File: config.mk
export PLATFORM = sky130hd
export DESIGN_NAME = fft_addr_sequencer
export DESIGN_NICKNAME = d
export VERILOG_FILES = /design/src/rtl/fft_addr_sequencer.sv
export SDC_FILE = /design/constraint.sdc
export NUM_CORES = 1
export LEC_CHECK = 0
export BUFFER_PORTS_ARGS = -buffer_cell sky130_fd_sc_hd__buf_2
export CORE_ASPECT_RATIO = 0.7
export CORE_MARGIN = 4
export CORE_UTILIZATION = 51
export CTS_BUF_LIST = sky130_fd_sc_hd__clkbuf_8 sky130_fd_sc_hd__clkbuf_16
export CTS_CLUSTER_DIAMETER = 200
export CTS_CLUSTER_SIZE = 20
export DETAILED_ROUTE_END_ITERATION = 8
export PLACE_DENSITY = 0.84
export SLEW_MARGIN = 20
export SYNTH_ARGS = -nofsm -noshare
export SYNTH_HDL_FRONTEND = slang
export SYNTH_SLANG_ARGS = --single-unit
File: constraint.sdc
create_clock -name i_clk -period 5.35 [get_ports i_clk]
set_clock_uncertainty 0.15 [all_clocks]
set_input_delay 0.2675 -clock i_clk [delete_from_list [all_inputs] [get_ports i_clk]]
set_output_delay 0.2675 -clock i_clk [all_outputs]
set_load 0.1 [all_outputs]
File: src/rtl/fft_addr_sequencer.sv
// ============================================================================
// fft_addr_sequencer
// Read/write address sequencer for an in-place radix-2 FFT with ping-pong,
// two-bank sample memories and a twiddle ROM.
// Rev 1.0
// ============================================================================
`default_nettype none

module fft_addr_sequencer #(
    parameter int LOG2N_MAX = 10,
    parameter int BFLY_LAT  = 3
) (
    input  logic                      i_clk,
    input  logic                      i_rst_n,
    input  logic                      i_start,
    input  logic [3:0]                i_log2n,
    input  logic                      i_stall,
    output logic                      o_busy,
    output logic                      o_done,
    output logic                      o_result_in_mem2,
    output logic [4:0][LOG2N_MAX-2:0] o_rd_addr,
    output logic [4:0]                o_rd_en,
    output logic [3:0][LOG2N_MAX-2:0] o_wr_addr,
    output logic [3:0]                o_wr_en,
    output logic                      o_top_even,
    output logic                      o_even_segment
);

    localparam int c_AW  = LOG2N_MAX - 1;
    localparam int c_DW  = $clog2(BFLY_LAT + 1);
    localparam int c_DLW = c_AW + 1 + 4;

    localparam logic [1:0] c_S_IDLE  = 2'd0;
    localparam logic [1:0] c_S_RUN   = 2'd1;
    localparam logic [1:0] c_S_DRAIN = 2'd2;
    localparam logic [1:0] c_S_DONE  = 2'd3;

    localparam logic [c_DW-1:0] c_DRAIN_LAST = c_DW'(BFLY_LAT - 1);

    logic [1:0]      r_state;
    logic [1:0]      w_state_nxt;
    logic [3:0]      r_n;
    logic [3:0]      r_s;
    logic [c_AW-1:0] r_p;
    logic [c_DW-1:0] r_drain;
    logic            r_res_mem2;
    logic [c_DLW-1:0] r_dly [BFLY_LAT];

    logic            w_adv;
    logic            w_legal;
    logic            w_accept;
    logic            w_rd_valid;
    logic [3:0]      w_n_m1;
    logic [3:0]      w_sh;
    logic [3:0]      w_sh2;
    logic [c_AW-1:0] w_mask;
    logic [c_AW-1:0] w_dif;
    logic [c_AW-1:0] w_seg;
    logic [c_AW-1:0] w_tw;
    logic [c_AW-1:0] w_b;
    logic            w_even_seg;
    logic            w_top_even;
    logic            w_p_last;
    logic            w_last_stage;
    logic            w_drain_last;
    logic [c_DLW-1:0] w_dly_in;
    logic [c_DLW-1:0] w_dly_out;
    logic [c_AW-1:0] w_dly_addr;
    logic            w_dly_top;
    logic [3:0]      w_dly_en;

    assign w_adv        = !i_stall;
    assign w_legal      = (i_log2n >= 4'd2) && (i_log2n <= 4'(LOG2N_MAX));
    assign w_accept     = (r_state == c_S_IDLE) && w_adv && i_start && w_legal;
    assign w_rd_valid   = (r_state == c_S_RUN) && w_adv;
    assign w_n_m1       = r_n - 4'd1;
    assign w_sh         = w_n_m1 - r_s;
    assign w_sh2        = w_sh - 4'd1;
    assign w_mask       = (c_AW'(1) << w_n_m1) - c_AW'(1);
    // At stage 0 the shift can exceed the field; the resulting 0 equals P mod P.
    assign w_dif        = c_AW'(1) << w_sh;
    assign w_seg        = r_p >> w_sh;
    assign w_even_seg   = ~w_seg[0];
    assign w_b          = w_even_seg ? ((r_p + w_dif) & w_mask) : ((r_p - w_dif) & w_mask);
    assign w_last_stage = (r_s == w_n_m1);
    assign w_top_even   = w_last_stage ? 1'b1 : ~|(r_p & (c_AW'(1) << w_sh2));
    assign w_p_last     = (r_p == w_mask);
    assign w_drain_last = (r_drain == c_DRAIN_LAST);

    always_comb begin
        w_tw = '0;
        for (int i = 0; i < c_AW; i++) begin
            w_tw[i] = w_seg[c_AW-1-i];
        end
    end

    // Delay-line entry: {pair index, top_even, write enables}; idle slots carry zeros.
    always_comb begin
        w_dly_in = '0;
        if (w_rd_valid) begin
            w_dly_in = {r_p, w_top_even, (r_s[0] ? 4'b0011 : 4'b1100)};
        end
    end

    assign w_dly_out  = r_dly[BFLY_LAT-1];
    assign w_dly_addr = w_dly_out[c_DLW-1 -: c_AW];
    assign w_dly_top  = w_dly_out[4];
    assign w_dly_en   = w_dly_out[3:0];

    always_ff @(posedge i_clk or negedge i_rst_n) begin
        if (!i_rst_n) begin
            r_state <= c_S_IDLE;
        end else begin
            r_state <= w_state_nxt;
        end
    end

    always_comb begin
        w_state_nxt = r_state;
        if (w_adv) begin
            case (r_state)
                c_S_IDLE:  if (w_accept) w_state_nxt = c_S_RUN;
                c_S_RUN:   if (w_p_last) w_state_nxt = c_S_DRAIN;
                c_S_DRAIN: if (w_drain_last) w_state_nxt = w_last_stage ? c_S_DONE : c_S_RUN;
                default:   w_state_nxt = c_S_IDLE;
            endcase
        end
    end

    always_ff @(posedge i_clk or negedge i_rst_n) begin
        if (!i_rst_n) begin
            r_n        <= '0;
            r_s        <= '0;
            r_p        <= '0;
            r_drain    <= '0;
            r_res_mem2 <= 1'b0;
            for (int i = 0; i < BFLY_LAT; i++) begin
                r_dly[i] <= '0;
            end
        end else if (w_adv) begin
            r_dly[0] <= w_dly_in;
            for (int i = 1; i < BFLY_LAT; i++) begin
                r_dly[i] <= r_dly[i-1];
            end
            case (r_state)
                c_S_IDLE: begin
                    if (w_accept) begin
                        r_n        <= i_log2n;
                        r_s        <= '0;
                        r_p        <= '0;
                        r_drain    <= '0;
                        // Odd n means an even final stage index, which writes mem2.
                        r_res_mem2 <= i_log2n[0];
                    end
                end
                c_S_RUN: begin
                    r_drain <= '0;
                    r_p     <= w_p_last ? '0 : r_p + c_AW'(1);
                end
                c_S_DRAIN: begin
                    if (w_drain_last) begin
                        r_drain <= '0;
                        if (!w_last_stage) begin
                            r_s <= r_s + 4'd1;
                            r_p <= '0;
                        end
                    end else begin
                        r_drain <= r_drain + c_DW'(1);
                    end
                end
                default: ;
            endcase
        end
    end

    always_comb begin
        o_busy           = (r_state != c_S_IDLE);
        o_done           = (r_state == c_S_DONE) && w_adv;
        o_result_in_mem2 = r_res_mem2;
        o_rd_en          = '0;
        o_rd_addr        = '0;
        o_even_segment   = 1'b0;
        if (w_rd_valid) begin
            o_rd_en        = r_s[0] ? 5'b11001 : 5'b00111;
            o_even_segment = w_even_seg;
            o_rd_addr[0]   = w_tw;
            if (r_s[0]) begin
                o_rd_addr[3] = r_p;
                o_rd_addr[4] = w_b;
            end else begin
                o_rd_addr[1] = r_p;
                o_rd_addr[2] = w_b;
            end
        end
        o_wr_en    = '0;
        o_wr_addr  = '0;
        o_top_even = 1'b0;
        if (w_adv) begin
            o_wr_en    = w_dly_en;
            o_top_even = w_dly_top;
            for (int i = 0; i < 4; i++) begin
                o_wr_addr[i] = w_dly_en[i] ? w_dly_addr : '0;
            end
        end
    end

endmodule

`default_nettype wire

==> results.md, run 1 <==
- Final wirelength: 15500 um
- Die height: 90.1 um
- CTS tree: yes
- Reg2reg start: r_n[0]
- Core footprint: 9220 um2
- Required time of the critical path: 4.93 ns
- Ys async rst share: 1.00
- Post-Route Setup TNS: -0.475 ns
- Mapped cell area: 4910 um2
- Post-synth top area share: 0.290
- Final Wtd Congestion: 1.05
- Ranking of synthesized cells by area: dfrtp_1 (29%), mux2_2 (6.6%), ha_1 (5.1%)
- DR WL/cell: 19.3 um
- DR pass1 iterations: 5
- Crit path buf inv count: 3
- Cell Count, Final, Fillers Out: 805
- Via density: 6.09
- Hpwl dp: 10900 um
- Post-synth EDFFs: 0
- Setup Viol. Count Final: 4
- Vias in the first global route: 4509
- Fraction of layout instances using a drive strength above 1: 0.385
- Syn nets: 611
- Fin nets: 707
- Antenna Cells: 0
- Slowest-stage cell, CP: fa_2
- Period utilization: 1.04
- Inst Count DP: 769
- Worst setup EP type: output pin
- Gr ovfl total: 0
- Crit path largest cell delay: 0.64 ns
- Slew @ Worst Pin: 0.889 ns
- Main synth FF type: dfrtp_1
- IO Pins: 103
- Hold Path Depth: 2
- 1st-iter DRT viols: 565
- Failing checks: setup timing
- # rows: 29
- Most frequent cells in the layout: buf_2 (90), nand2_1 (59), dfrtp_1 (55)
- Mean post-synth cell area: 8.46 um2
- Antenna violations before repair: 0
- Layout area overhead: 29.1%
- Setup ws final: -0.197 ns
- Count of cell types in the netlist: 74
- Register area share after synthesis: 0.290
- Antenna Nets Post-Route: 0
- Hold violation total from the final report: 0
- Delay-heaviest family, CP: adder cells
- Hold WC Path Type: in -> reg
- H-tree levels: 3
- Maximum root-to-sink buffer count: 2
- Startpoint types: flip-flop
- Worst slew margin: 0.406
- Post-Synthesis Cells: 581
- Buffers on Ports: 102
- Worst-path clk slew: 0.05 ns
- RSZ-0062 raised after global routing: true
- Sink Count: 57
- Hold endpoint: r_n[0]
- Largest net degree at the start of global routing: 58
- Commonest non-fill, non-tap cell in the layout: buf_2
- R2R cell count: 13
- Max-slew violation count: 0
- CP cell instances: inv_4 > ha_4 > buf_4 > fa_2 > mux4_2 > mux2i_4 > nand2b_4 > nor3_4 > nor2_2 > xnor2_1 > ha_1 > nor2b_4 > o21ai_2 > a21oi_2 > o41ai_2 > xnor3_1 > xor2_2 > nand2_2 > nor2_4 > buf_12
- Total track usage: 0.258
- Setup Crit Path Kind: reg -> out
- Status: complete, but fails checks
- R2R setup slack: 0.81 ns
- Min Tclk post-route: 5.55 ns
- Die width: 125 um
- Skew-Pair Late Insertion Delay: 0.32 ns
- First-pass GRT wire length: 23900 um
- Seq cells post-synth: 57
- DRC: 0
- Max_cap viols: 0
- Starting Density: 0.533
- Via count: 4905
- Crit Path Max Fanout: 7
- Worst path arrival time: 5.13 ns
- Hold_sp: i_log2n[0]
- Cell taking the most area after synthesis: dfrtp_1
- Cts bufs inserted: 9
- Reg-to-Reg End: r_p[6]
- CTS root buf: clkbuf_16
- Yosys Warn Count: 0
- FMAX: 180 MHz
- Hold_ws: 0.0531 ns
- Die area: 11300 um2
[worst max-delay path by stage]
stage | startpoint | end | depth (start not counted) | slack [ns]
4_1_cts | r_n[0] | o_rd_addr[26] | 24 | -0.19
5_1_grt | r_n[0] | o_rd_addr[26] | 25 | -0.37
3_3_place_gp | r_n[0] | o_rd_addr[26] | 24 | 0.21
3_5_place_dp | r_n[0] | o_rd_addr[26] | 24 | -0.006
6_report | r_n[0] | o_rd_addr[26] | 20 | -0.20
2_1_floorplan | r_n[0] | o_rd_addr[24] | 19 | -0.15
[per-layer routing]
| layer | part of all wire | vias up | GRT usage |
|---|---|---|---|
| met5 | 0 | - | 0 |
| met4 | 0.019 | 0 | 0.0596 |
| met3 | 0.10 | 35 | 0.0853 |
| met2 | 0.46 | 273 | 0.398 |
| met1 | 0.42 | 2367 | 0.354 |
| li1 | - | 2230 | - |
[cells in the mapped netlist, types with 4 or more instances]
cell	number
xor2_1	7
buf_1	6
a21o_1	4
buf_4	27
nor2_1	50
a21oi_1	15
mux2i_1	10
and3_1	18
o31ai_1	6
ha_1	20
nor3_1	22
nand4_1	8
nor2b_1	15
a22o_1	6
dfrtp_1	57
nand3_1	12
mux2_2	29
o21a_1	6
inv_1	20
a31oi_1	7
nand2b_1	6
nand2_1	61
buf_2	4
and2_1	22
or3_1	8
xnor2_1	10
a311oi_1	4
o21ai_0	35
clkbuf_1	22
[per-stage QoR]
step | setup WS [ns] | cell area (um2) | utilization
2_1_floorplan | -0.148 | 5060 | -
3_3_place_gp | 0.215 | 5720 | 0.621
3_5_place_dp | -0.00578 | 5720 | 0.621
4_1_cts | -0.191 | 6200 | 0.672
5_1_grt | -0.367 | 6340 | 0.688
6_report | -0.197 | 6340 | 0.688
[layout make-up]
cell class,instances,area (um2)
multi-input combinational,443,3390
sequential,57,1430
inverter,22,87.6
tap,124,155
clock inverter,4,15.0
clock buffer,11,253
timing repair buffer,144,1010
fill,682,2870
[state kept, by name, indices dropped and copies added, names as in the netlist]
signal / cells
r_state: 2
r_drain: 2
r_p: 9
r_s: 4
r_dly: 24
r_n: 4
w_dly_out: 12
[cells by family (layout without fill, tap and decap cells)]
logic type / after synthesis / after routing / share of synthesized area
AND/OR/NAND/NOR: 240 / 240 / 0.252
AO/OA/AOI/OAI: 120 / 120 / 0.176
buffers and inverters: 81 / 181 / 0.0835
flip-flops: 57 / 57 / 0.290
multiplexers: 41 / 41 / 0.0960
adder cells (fa/ha/maj): 22 / 22 / 0.0591
XOR/XNOR: 20 / 20 / 0.0430
[timing repair]
action | 4_1_cts | 5_1_grt
pin swaps | 17 | 22
buffers inserted | 12 | 9
hold endpoints to repair | 57 | 0
hold buffers | 1 | 0
setup endpoints to repair | 6 | 9
gates resized for setup | 24 | 20
Power of run 1 is not shown: default switching activity piles up to over one toggle a cycle in this logic, so the estimate is an artifact.
==> run 2: changes to the inputs <==
--- a/config.mk
+++ b/config.mk
@@ -13,7 +13,8 @@
 export CTS_CLUSTER_DIAMETER = 200
 export CTS_CLUSTER_SIZE = 20
 export DETAILED_ROUTE_END_ITERATION = 8
-export PLACE_DENSITY = 0.84
+export HOLD_SLACK_MARGIN = 0.12
+export PLACE_DENSITY = 0.79
 export SLEW_MARGIN = 20
 export SYNTH_ARGS = -nofsm -noshare
 export SYNTH_HDL_FRONTEND = slang
==> run 2 against run 1 <==
Effect of this change: the run still ends with setup timing left; hold slack gained 0.25 ns; fmax is 1.5% lower; via count is 9.5% higher; first-iteration DRC count up 42%; global-route usage up 1.7 points; sequential share of layout area down 0.28 points; critical path type unchanged; critical endpoint is now o_rd_addr[25].
==> results.md, run 2 (synthesis gave the netlist of run 1 again) <==
- CTS root buf: clkbuf_16
- DR pass1 iterations: 8 (+3)
- Via density: 6.71 (+10%)
- Hpwl dp: 10400 um (-4.8%)
- Commonest non-fill, non-tap cell in the layout: buf_2
- Critical path destination: o_rd_addr[25]
- CP cell instances: inv_6 > ha_4 > buf_4 > fa_2 > buf_4 > nand2_1 > nor2_2 > nand2_1 > mux2_2 > nor2_1 > a21o_1 > inv_1 > ha_1 > nor2b_1 > o21ai_1 > a21boi_0 > o21ai_0 > nand2b_1 > a21o_1 > a21oi_4 > mux2i_4 > buf_12
- Worst setup EP type: output pin
- DR WL/cell: 23.0 um (+19%)
- Antenna Cells: 0 (unchanged)
- Hold WC Path Type: in -> reg
- Hold violation total from the final report: 0 (unchanged)
- Final wirelength: 18400 um (+19%)
- R2R cell count: 13 (unchanged)
- Most frequent cells in the layout: buf_2 (90), nand2_1 (59), dfrtp_1 (56)
- Cts bufs inserted: 9 (unchanged)
- Status: complete, but fails checks
- Skew-Pair Late Insertion Delay: 0.33 ns (about the same)
- Die area: 11300 um2 (unchanged)
- Buffers on Ports: 102 (unchanged)
- Max-slew violation count: 0 (unchanged)
- CTS tree: yes
- Hold Path Depth: 3 (+1)
- Failing checks: setup timing
- Core footprint: 9220 um2 (unchanged)
- IO Pins: 103 (unchanged)
- Worst slew margin: 0.358 (-0.0483)
- RSZ-0062 raised after global routing: true
- Crit path largest cell delay: 0.54 ns (-0.10 ns)
- Die width: 125 um (unchanged)
- Worst path arrival time: 5.21 ns (+0.08 ns)
- Period utilization: 1.05 (+0.0154)
- DRC: 0 (unchanged)
- Number of flip-flops in the largest register: 24 (unchanged)
- Sink Count: 57 (unchanged)
- Antenna Nets Post-Route: 0 (unchanged)
- Reg2reg start: r_n[0]
- Vias in the first global route: 4942 (+9.6%)
- Post-DP Area: 5680 um2 (-0.79%)
- Worst-path clk slew: 0.05 ns (about the same)
- Antenna violations before repair: 0 (unchanged)
- Required time of the critical path: 4.93 ns (about the same)
- Die height: 90.1 um (unchanged)
- Fraction of layout instances using a drive strength above 1: 0.386 (+0.000796)
- 1st-iter DRT viols: 800 (+42%)
- Final Wtd Congestion: 0.982 (-6.1%)
- H-tree levels: 3 (unchanged)
- Via count: 5373 (+9.5%)
- Reg-to-Reg End: r_p[5]
- First-pass GRT wire length: 25600 um (+7.0%)
- FMAX: 178 MHz (-1.5%)
- Crit. Startpoint: r_n[0]
- Largest net degree at the start of global routing: 58 (unchanged)
- Max_cap viols: 0 (unchanged)
- Slowest-stage cell, CP: fa_2
- Setup ws final: -0.280 ns (-0.0824 ns)
- Maximum root-to-sink buffer count: 2 (unchanged)
- R2R setup slack: 0.72 ns (-0.09 ns)
- Fin nets: 702 (-0.71%)
- Crit Path Max Fanout: 6 (-1)
- # rows: 29 (unchanged)
- Starting Density: 0.533 (unchanged)
- Gr ovfl total: 0 (unchanged)
- Min Tclk post-route: 5.63 ns (+0.0824 ns)
- Layout area overhead: 30.7%
- Total track usage: 0.275 (+0.0168)
- Largest reg by FF count: r_dly
- Startpoint types: flip-flop
- Slew @ Worst Pin: 0.961 ns (+0.0723 ns)
- Setup Viol. Count Final: 10 (+6)
- Design Area, Final: 6420 um2 (+1.2%)
- Setup Crit Path Kind: reg -> out
## run 2: cell count changes in the layout (fill, tap and decap cells not counted), sizes merged
cell         delta
bufinv          +1
clkbuf          -1
clkinv          +2
buf             -9
inv             -1
dlygate4sd3     +4
## run 2: timing repair
action,in CTS,in global routing
setup buffers,8,10
setup endpoints to repair,8,12
hold buffers,5,0
hold endpoints to repair,61,0
pin swaps,19,22
resized for setup,28,24
## run 2: worst min-delay path by stage
stage,from,end
floorplan,i_rst_n,r_dly[15]
global placement,i_rst_n,w_dly_out[7]
detailed placement,i_rst_n,w_dly_out[7]
CTS,i_stall,r_dly[34]
global route,i_start,r_s[3]
finish,i_stall,r_dly[39]
## run 2: worst max-delay path, delay by kind of cell (launching register included)
family                     cells  cell delay, ns
DFF                            1            0.50
adders and majority gates      3            1.01
muxes                          2            0.67
AOI/OAI and AO/OA              6            1.16
buffers and inverters          5            0.68
and+or+nand+nor                6            0.89
## run 2: per-layer routing
layer | vias to the layer above | global-route usage | part of all wire
li1 | 2221 | - | -
met1 | 2506 | 0.356 | 0.36
met2 | 495 | 0.433 | 0.44
met3 | 151 | 0.0735 | 0.13
met4 | 0 | 0.123 | 0.067
met5 | - | 0 | 0
## run 2: layout make-up
type	count	area [um2]
Clock buffer	10	239
Timing Repair Buffer	139	981
Inverter	22	87.6
Fill cell	638	2800
Tap cell	124	155
Sequential cell	57	1430
Multi-Input combinational cell	443	3480
Clock inverter	6	51.3
## run 2: through the flow
stage	TNS, ns	std cells	hold slack (ns)	worst slack (ns)	utilization
4_1_cts	-0.167	792	0.278	-0.0844	0.675
5_1_grt	-2.10	801	0.319	-0.400	0.697
3_3_place_gp	0	763	0.277	0.217	0.616
2_1_floorplan	-0.295	581	-0.178	-0.148	-
6_report	-1.21	801	0.307	-0.280	0.697
3_5_place_dp	0	763	0.286	0.0271	0.616
Power of run 2 is left out for the same reason.
